<file path="src/rtl/madd_err_accum.sv">
// Error-statistics accumulator for a*b+c multiply-add circuits under test.
// It recomputes the exact result for each sample and accumulates error counts, sums and the maximum.
module madd_err_accum #(
  parameter int W_IN  = 6,
  parameter int W_OUT = 12,
  parameter int CNT_W = 16,
  parameter int ACC_W = 32
) (
  input  logic                    clk,
  input  logic                    rst,
  input  logic                    start,
  input  logic [CNT_W-1:0]        sample_target,
  input  logic                    in_valid,
  output logic                    in_ready,
  input  logic [W_IN-1:0]         a,
  input  logic [W_IN-1:0]         b,
  input  logic [W_IN-1:0]         c,
  input  logic [W_OUT-1:0]        approx,
  output logic                    busy,
  output logic                    done,
  output logic [CNT_W-1:0]        samples,
  output logic [CNT_W-1:0]        err_count,
  output logic [ACC_W-1:0]        sum_abs,
  output logic [ACC_W-1:0]        sum_signed,
  output logic [W_OUT:0]          max_abs
);

  // state | meaning
  // IDLE  | waiting for start, statistics zero
  // RUN   | accepting samples until issued == target
  // DRAIN | all samples issued, waiting for the pipeline to empty
  // DONE  | statistics final and held, done pulsed on entry
  typedef enum logic [1:0] {S_IDLE, S_RUN, S_DRAIN, S_DONE} state_t;

  state_t             state, state_nxt;
  logic               launch, accept;
  logic [CNT_W-1:0]   target, issued;
  logic               v1, v2;
  logic signed [W_OUT:0] diff1, diff2, diff_c;
  logic [W_OUT:0]     abs2, abs_c;
  logic [W_OUT-1:0]   exact;
  logic [ACC_W:0]     sum_abs_ext;

  assign in_ready = (state == S_RUN) && (issued < target);
  assign accept   = in_valid && in_ready;
  assign busy     = (state == S_RUN) || (state == S_DRAIN);

  // W_OUT >= 2*W_IN, so the exact result never overflows
  assign exact  = W_OUT'(a) * W_OUT'(b) + W_OUT'(c);
  assign diff_c = $signed({1'b0, approx}) - $signed({1'b0, exact});
  assign abs_c  = diff1[W_OUT] ? $unsigned(-diff1) : $unsigned(diff1);
  assign sum_abs_ext = {1'b0, sum_abs} + {{(ACC_W-W_OUT){1'b0}}, abs2};

  always_comb begin
    state_nxt = state;
    launch    = 1'b0;
    case (state)
      S_IDLE, S_DONE: begin
        if (start) begin
          launch    = 1'b1;
          state_nxt = (sample_target == '0) ? S_DONE : S_RUN;
        end
      end
      S_RUN: begin
        if (accept && (issued == target - CNT_W'(1))) state_nxt = S_DRAIN;
      end
      S_DRAIN: begin
        if (!v1 && !v2) state_nxt = S_DONE;
      end
      default: state_nxt = S_IDLE;
    endcase
  end

  always_ff @(posedge clk) begin
    if (rst) begin
      state      <= S_IDLE;
      done       <= 1'b0;
      target     <= '0;
      issued     <= '0;
      v1         <= 1'b0;
      v2         <= 1'b0;
      diff1      <= '0;
      diff2      <= '0;
      abs2       <= '0;
      samples    <= '0;
      err_count  <= '0;
      sum_abs    <= '0;
      sum_signed <= '0;
      max_abs    <= '0;
    end else begin
      state <= state_nxt;
      // a restart from DONE re-enters DONE, so it must still pulse
      done  <= (state_nxt == S_DONE) && ((state != S_DONE) || launch);

      v1 <= accept;
      if (accept) diff1 <= diff_c;
      v2 <= v1;
      if (v1) begin
        diff2 <= diff1;
        abs2  <= abs_c;
      end

      if (launch) begin
        target     <= sample_target;
        issued     <= '0;
        samples    <= '0;
        err_count  <= '0;
        sum_abs    <= '0;
        sum_signed <= '0;
        max_abs    <= '0;
      end else begin
        if (accept) issued <= issued + CNT_W'(1);
        if (v2) begin
          samples <= samples + CNT_W'(1);
          if (diff2 != '0) err_count <= err_count + CNT_W'(1);
          sum_abs    <= sum_abs_ext[ACC_W] ? '1 : sum_abs_ext[ACC_W-1:0];
          sum_signed <= sum_signed + {{(ACC_W-W_OUT-1){diff2[W_OUT]}}, diff2};
          if (abs2 > max_abs) max_abs <= abs2;
        end
      end
    end
  end

endmodule
</file>
<file path="config.mk">
export PLATFORM = sky130hd
export DESIGN_NAME = madd_err_accum
export DESIGN_NICKNAME = d
export VERILOG_FILES = /design/src/rtl/madd_err_accum.sv
export SDC_FILE = /design/constraint.sdc
export NUM_CORES = 1
export LEC_CHECK = 0
export BUFFER_PORTS_ARGS = -buffer_cell sky130_fd_sc_hd__buf_2
export CAP_MARGIN = 10
export CORE_UTILIZATION = 44
export DETAILED_ROUTE_END_ITERATION = 10
export PLACE_DENSITY = 0.75
export SETUP_SLACK_MARGIN = 0.3
export SLEW_MARGIN = 20
export SYNTH_ARGS = -nofsm -noshare
export SYNTH_HDL_FRONTEND = slang
export SYNTH_SLANG_ARGS = --single-unit
</file>
<file path="constraint.sdc">
create_clock -name clk -period 6.1 [get_ports clk]
set_input_delay 0.915 -clock clk [delete_from_list [all_inputs] [get_ports clk]]
set_output_delay 0.915 -clock clk [all_outputs]
set_load 0.005 [all_outputs]
</file>
; ---- Word-level counts from Yosys, hierarchy flattened
; Cells that the tools add are included.
[op_classes]
add_sub_neg = 9
multipliers = 1
n_lt_le_gt_ge = 2
n_eq_ne = 6
mux = 9
n_reduce_logical = 16
[ops]
columns = op, count
row1 = $add A16 B1 Y16 const B, 3
row2 = $add A32 B13 Y33, 1
row3 = $add A32 B32 Y32, 1
row4 = $mux W32, 1
row5 = $eq A16 B16 Y1, 1
row6 = $logic_not A16 Y1, 1
row7 = $lt A16 B16 Y1, 1
row8 = $sub A16 B1 Y16 const B, 1
row9 = $gt A13 B13 Y1, 1
row10 = $mux W13, 1
row11 = $neg A13 Y13, 1
row12 = $reduce_bool A13 Y1, 1
row13 = $sub A12 B12 Y13, 1
row14 = $add A12 B6 Y12, 1
row15 = $mul A6 B6 Y12, 1
row16 = $mux W2, 4
row17 = $eq A2 B2 Y1 const B, 3
row18 = $pmux W2 S3, 1
row19 = $logic_and A1 B1 Y1, 5
row20 = $reduce_and A2 Y1, 2
row21 = $reduce_or A2 Y1, 2
row22 = $eq A2 B1 Y1 const B, 1
row23 = $logic_not A1 Y1, 2
row24 = $logic_not A2 Y1, 1
row25 = other kinds (3), 5
[word_totals]
regBits = 185
inputBits = 50
out_inout_bits = 112

; ---- Logic depth before layout (Yosys ltp)
[logic_depth]
word_depth = 8
depth_mapped = 23

; ---- Least setup slack after synthesis
; Ideal clock, no wire load.
[synth_timing]
kind = input -> register
startpoint = input port b[2]
endpoint = register diff1[11]
setup_ns = 0.062
t_arrival_ns = 5.442
slack_ns = 0.596
cell_stages = 21
path_buffers = 0
path_cell_list = and2_1 > fa_1 > inv_1 > fa_1 > inv_1 > fa_1 > inv_1 > fa_1 > inv_1 > ha_1 > inv_1 > a21oi_1 > o21ai_0 > a21oi_1 > o21ai_0 > a21oi_1 > mux2i_1 > o311ai_0 > ha_1 > or4_1 > nand3_1
[synth_between]
elab_chain_cells = 3
[synth_rtl]
columns = item, line_no
row1 = from (decl), 16  ; input logic [W_IN-1:0] b,
row2 = $mul A6 B6 Y12, 49  ; assign exact = W_OUT'(a) * W_OUT'(b) + W_OUT'(c);
row3 = $add A12 B6 Y12, 49
row4 = $sub A12 B12 Y13, 50  ; assign diff_c = $signed({1'b0, approx}) - $signed({1'b0, exact});
row5 = to (signal assigned), 96  ; if (accept) diff1 <= diff_c;
row6 = to (decl), 39  ; logic signed [W_OUT:0] diff1, diff2, diff_c;
; Every way passes these cells.
; A chain may end at the register's enable or synchronous reset.

; ---- Worst setup path after layout
; Ends and elaborated chain as after synthesis.

==> impl_metrics.tcl <==
set metrics [dict create \
    status "complete, no violations" \
    peakVddDrop_uv 216 \
    synth_top_area_share_pct 29.8 \
    cts_made_buffers 17 \
    ctsHoldBuffers 0 \
    powerDensity_nw_per_um2 275 \
    grt_overflow 0 \
    reg2reg_to "sum_signed[29]" \
    yosysSeqAreaShare_pct 29.8 \
    htreeDepth 4 \
    async_reset_ff_share_pct 0 \
    min-delay-start "target[15]" \
    dp_hpwl_mm 22.2 \
    post_drt_wl_per_cell_um 14.7 \
    vias_per_cell 5.47 \
    avgSynthCellArea_um2 8.21 \
    synth-edff-count 0 \
    drive_above_1_share_pct 12.9 \
    syn_to_final_growth_pct 14.0 \
    clk_path_buf_depth 2 \
    endpoint_kind "flop" \
    root_buffer "clkbuf_16" \
    start_util_pct 45.3 \
    grt.total_usage_pct 20.8 \
    cts_setup_buffers 0 \
    fmax_ghz 0.182 \
    seq_power_share_pct 35.7 \
    io_buffers 161 \
    dieArea_um2 28700 \
    cts_tree "yes" \
    cts.sinks 184 \
    first_global_vias 10400 \
    switching_share_pct 38.0 \
    path_max_fanout 6 \
    diodes 0 \
    finalPower_mw 3.87 \
    worst-setup-path-type "in2reg" \
    crit_path_start "b[2]" \
    synthFlopType "dfxtp_1" \
    tns_ns 0 \
    utilization_pct 51.7 \
    layout_min_cycle_time_ns 5.49 \
    ios 162 \
    synth_top_area_cell "dfxtp_1" \
    clock_skew_ns 0.0143 \
    via_count 11100 \
    synth_seq_cells 184 \
    r2r_cells 9 \
    ys_warn_count 0 \
    startpoint_type "primary input" \
    fin_crit_sh_pct 90.0 \
    slew-limit-headroom_pct 39.4 \
    synth.distinct_cells 56 \
    maxCapViolCount 0 \
    drt_iter0_drc 645 \
    antenna_found_initial 0 \
    p_int_mw 2.40 \
    core.rowCount 60 \
    synthTopCellsByArea "dfxtp_1, ha_1, xor2_1" \
    clk_latency_ns 0.43 \
    path_clk_slew_ns 0.08 \
    power.switching_mw 1.47 \
    post_cts_resized 0 \
    worstPathArrival_ns 5.87 \
    drv_slew 0 \
    p_leak_nw 6.21 \
    syn_area_um2 12300 \
    setup_viol 0 \
    hold_path.class "reg2reg" \
    die_x_um 170 \
    ant_nets 0 \
    rsz0062_at_grt "no" \
    finalHoldViolations 0 \
    drc 0 \
    rrSetupSlack_ns 2.60 \
    synth_cells 1503 \
    grt_pass1_wl_mm 49.1 \
    first_pass_iters 6 \
    coreArea_um2 27300 \
    routed_wl_mm 29.6 \
    syn_nets 1699 \
    fin_nets 1832 \
    gp_congestion 0.893 \
    crit_end "diff1[11]" \
    fp.dieH_um 170 \
    r2r_start "sum_signed[6]" \
    power_frac_clock_pct 28.7 \
    worstPathRequired_ns 6.48 \
    layout_commonest_cell "dfxtp_1" \
    layout_common_cells "dfxtp_1, buf_2, nor2_1" \
    pwr-share-comb_pct 35.7 \
    grt_max_degree 68 \
    worstMarginPinSlew_ns 0.909 \
]
[cells by family (layout without fill, tap and decap cells)]
| logic type | Yosys count | count (layout) | share of synthesized area, % |
|---|---|---|---|
| simple gates | 524 | 524 | 20.5 |
| compound gates | 319 | 319 | 15.6 |
| flops | 184 | 184 | 29.8 |
| buf+inv | 150 | 296 | 4.57 |
| fa+ha+maj | 146 | 146 | 16.2 |
| xor+xnor | 121 | 121 | 8.58 |
| mux | 59 | 59 | 4.78 |
[through the flow]
stage | setup slack [ns] | cell area (um^2) | hold WS (ns) | std cells
after floorplan | 0.596 | 12300 | 0.449 | 1503
after global placement | 0.255 | 13500 | 0.475 | 1989
after detailed placement | 0.141 | 13500 | 0.482 | 1989
after CTS | 0.602 | 14100 | 0.493 | 2021
after global routing | 0.313 | 14100 | 0.503 | 2021
final | 0.611 | 14100 | 0.492 | 2021
[state kept, by name, indices dropped and copies added, names as in the netlist, 2 cells and up]
signal      count
err_count      16
diff2          13
target         16
issued         16
diff1          13
state           2
sum_abs        32
samples        16
sum_signed     32
abs2           12
max_abs        13
[power groups by stage]
| stage | clock network [mW] | logic, mW | registers (mW) |
|---|---|---|---|
| floorplan | 0 | 1.11 | 1.36 |
| global placement | 0 | 1.34 | 1.40 |
| detailed placement | 0 | 1.38 | 1.41 |
| CTS | 1.13 | 1.39 | 1.38 |
| global route | 1.18 | 1.58 | 1.39 |
| finish | 1.11 | 1.38 | 1.38 |
[synthesized netlist by cell type, drive strengths merged (5+ instances only)]
| library cell | instances |
|---|---|
| or4 | 6 |
| nand2 | 124 |
| nand2b | 10 |
| and2 | 36 |
| and4 | 6 |
| ha | 123 |
| or3 | 13 |
| mux2i | 59 |
| inv | 94 |
| o31ai | 6 |
| a211oi | 22 |
| xor2 | 69 |
| buf | 6 |
| a21oi | 120 |
| a21o | 23 |
| o211ai | 6 |
| nor4 | 8 |
| fa | 23 |
| nor2 | 160 |
| nand4 | 28 |
| o21a | 15 |
| clkbuf | 50 |
| o21ai | 74 |
| nand3 | 51 |
| nor2b | 12 |
| and3 | 26 |
| xnor2 | 52 |
| nor3 | 28 |
| o21bai | 5 |
| o41ai | 5 |
| dfxtp | 184 |
| a31oi | 16 |
[how the worst min path moves through the flow]
| stage | to | depth (start not counted) | slack [ns] |
|---|---|---|---|
| after floorplan | target[1] | 2 | 0.45 |
| after global placement | target[15] | 2 | 0.48 |
| after detailed placement | target[1] | 2 | 0.48 |
| after CTS | target[1] | 2 | 0.49 |
| after global routing | target[15] | 2 | 0.50 |
| final | target[15] | 2 | 0.49 |
[layer usage]
metal  part of all wire [%]  GRT usage [%]
met5                      0              0
met4                    1.8           6.07
met3                    5.3           3.61
met2                     46           34.9
met1                     47           27.3
[final cells by class]
| class | count | area (um^2) |
|---|---|---|
| clock buffers | 17 | 425 |
| clock inverters | 15 | 169 |
| fillers | 2568 | 13200 |
| inverters | 94 | 353 |
| multi-input cells | 1169 | 8110 |
| flip-flops and latches | 184 | 3690 |
| well taps | 372 | 465 |
| repair buffers | 170 | 873 |
[worst max-delay path: stages]
cell,delay (ns)
buf_2,0.13
and2_1,0.18
fa_1,0.55
inv_1,0.05
fa_1,0.48
inv_1,0.05
fa_1,0.52
inv_1,0.05
fa_1,0.49
inv_1,0.04
ha_1,0.28
inv_1,0.05
a21oi_1,0.12
o21ai_0,0.12
a21oi_1,0.18
o21ai_0,0.12
a21oi_1,0.23
mux2i_1,0.20
o311ai_0,0.15
ha_1,0.34
or4_1,0.53
nand3_1,0.08
Note: power is estimated with default switching activity, not from simulation.
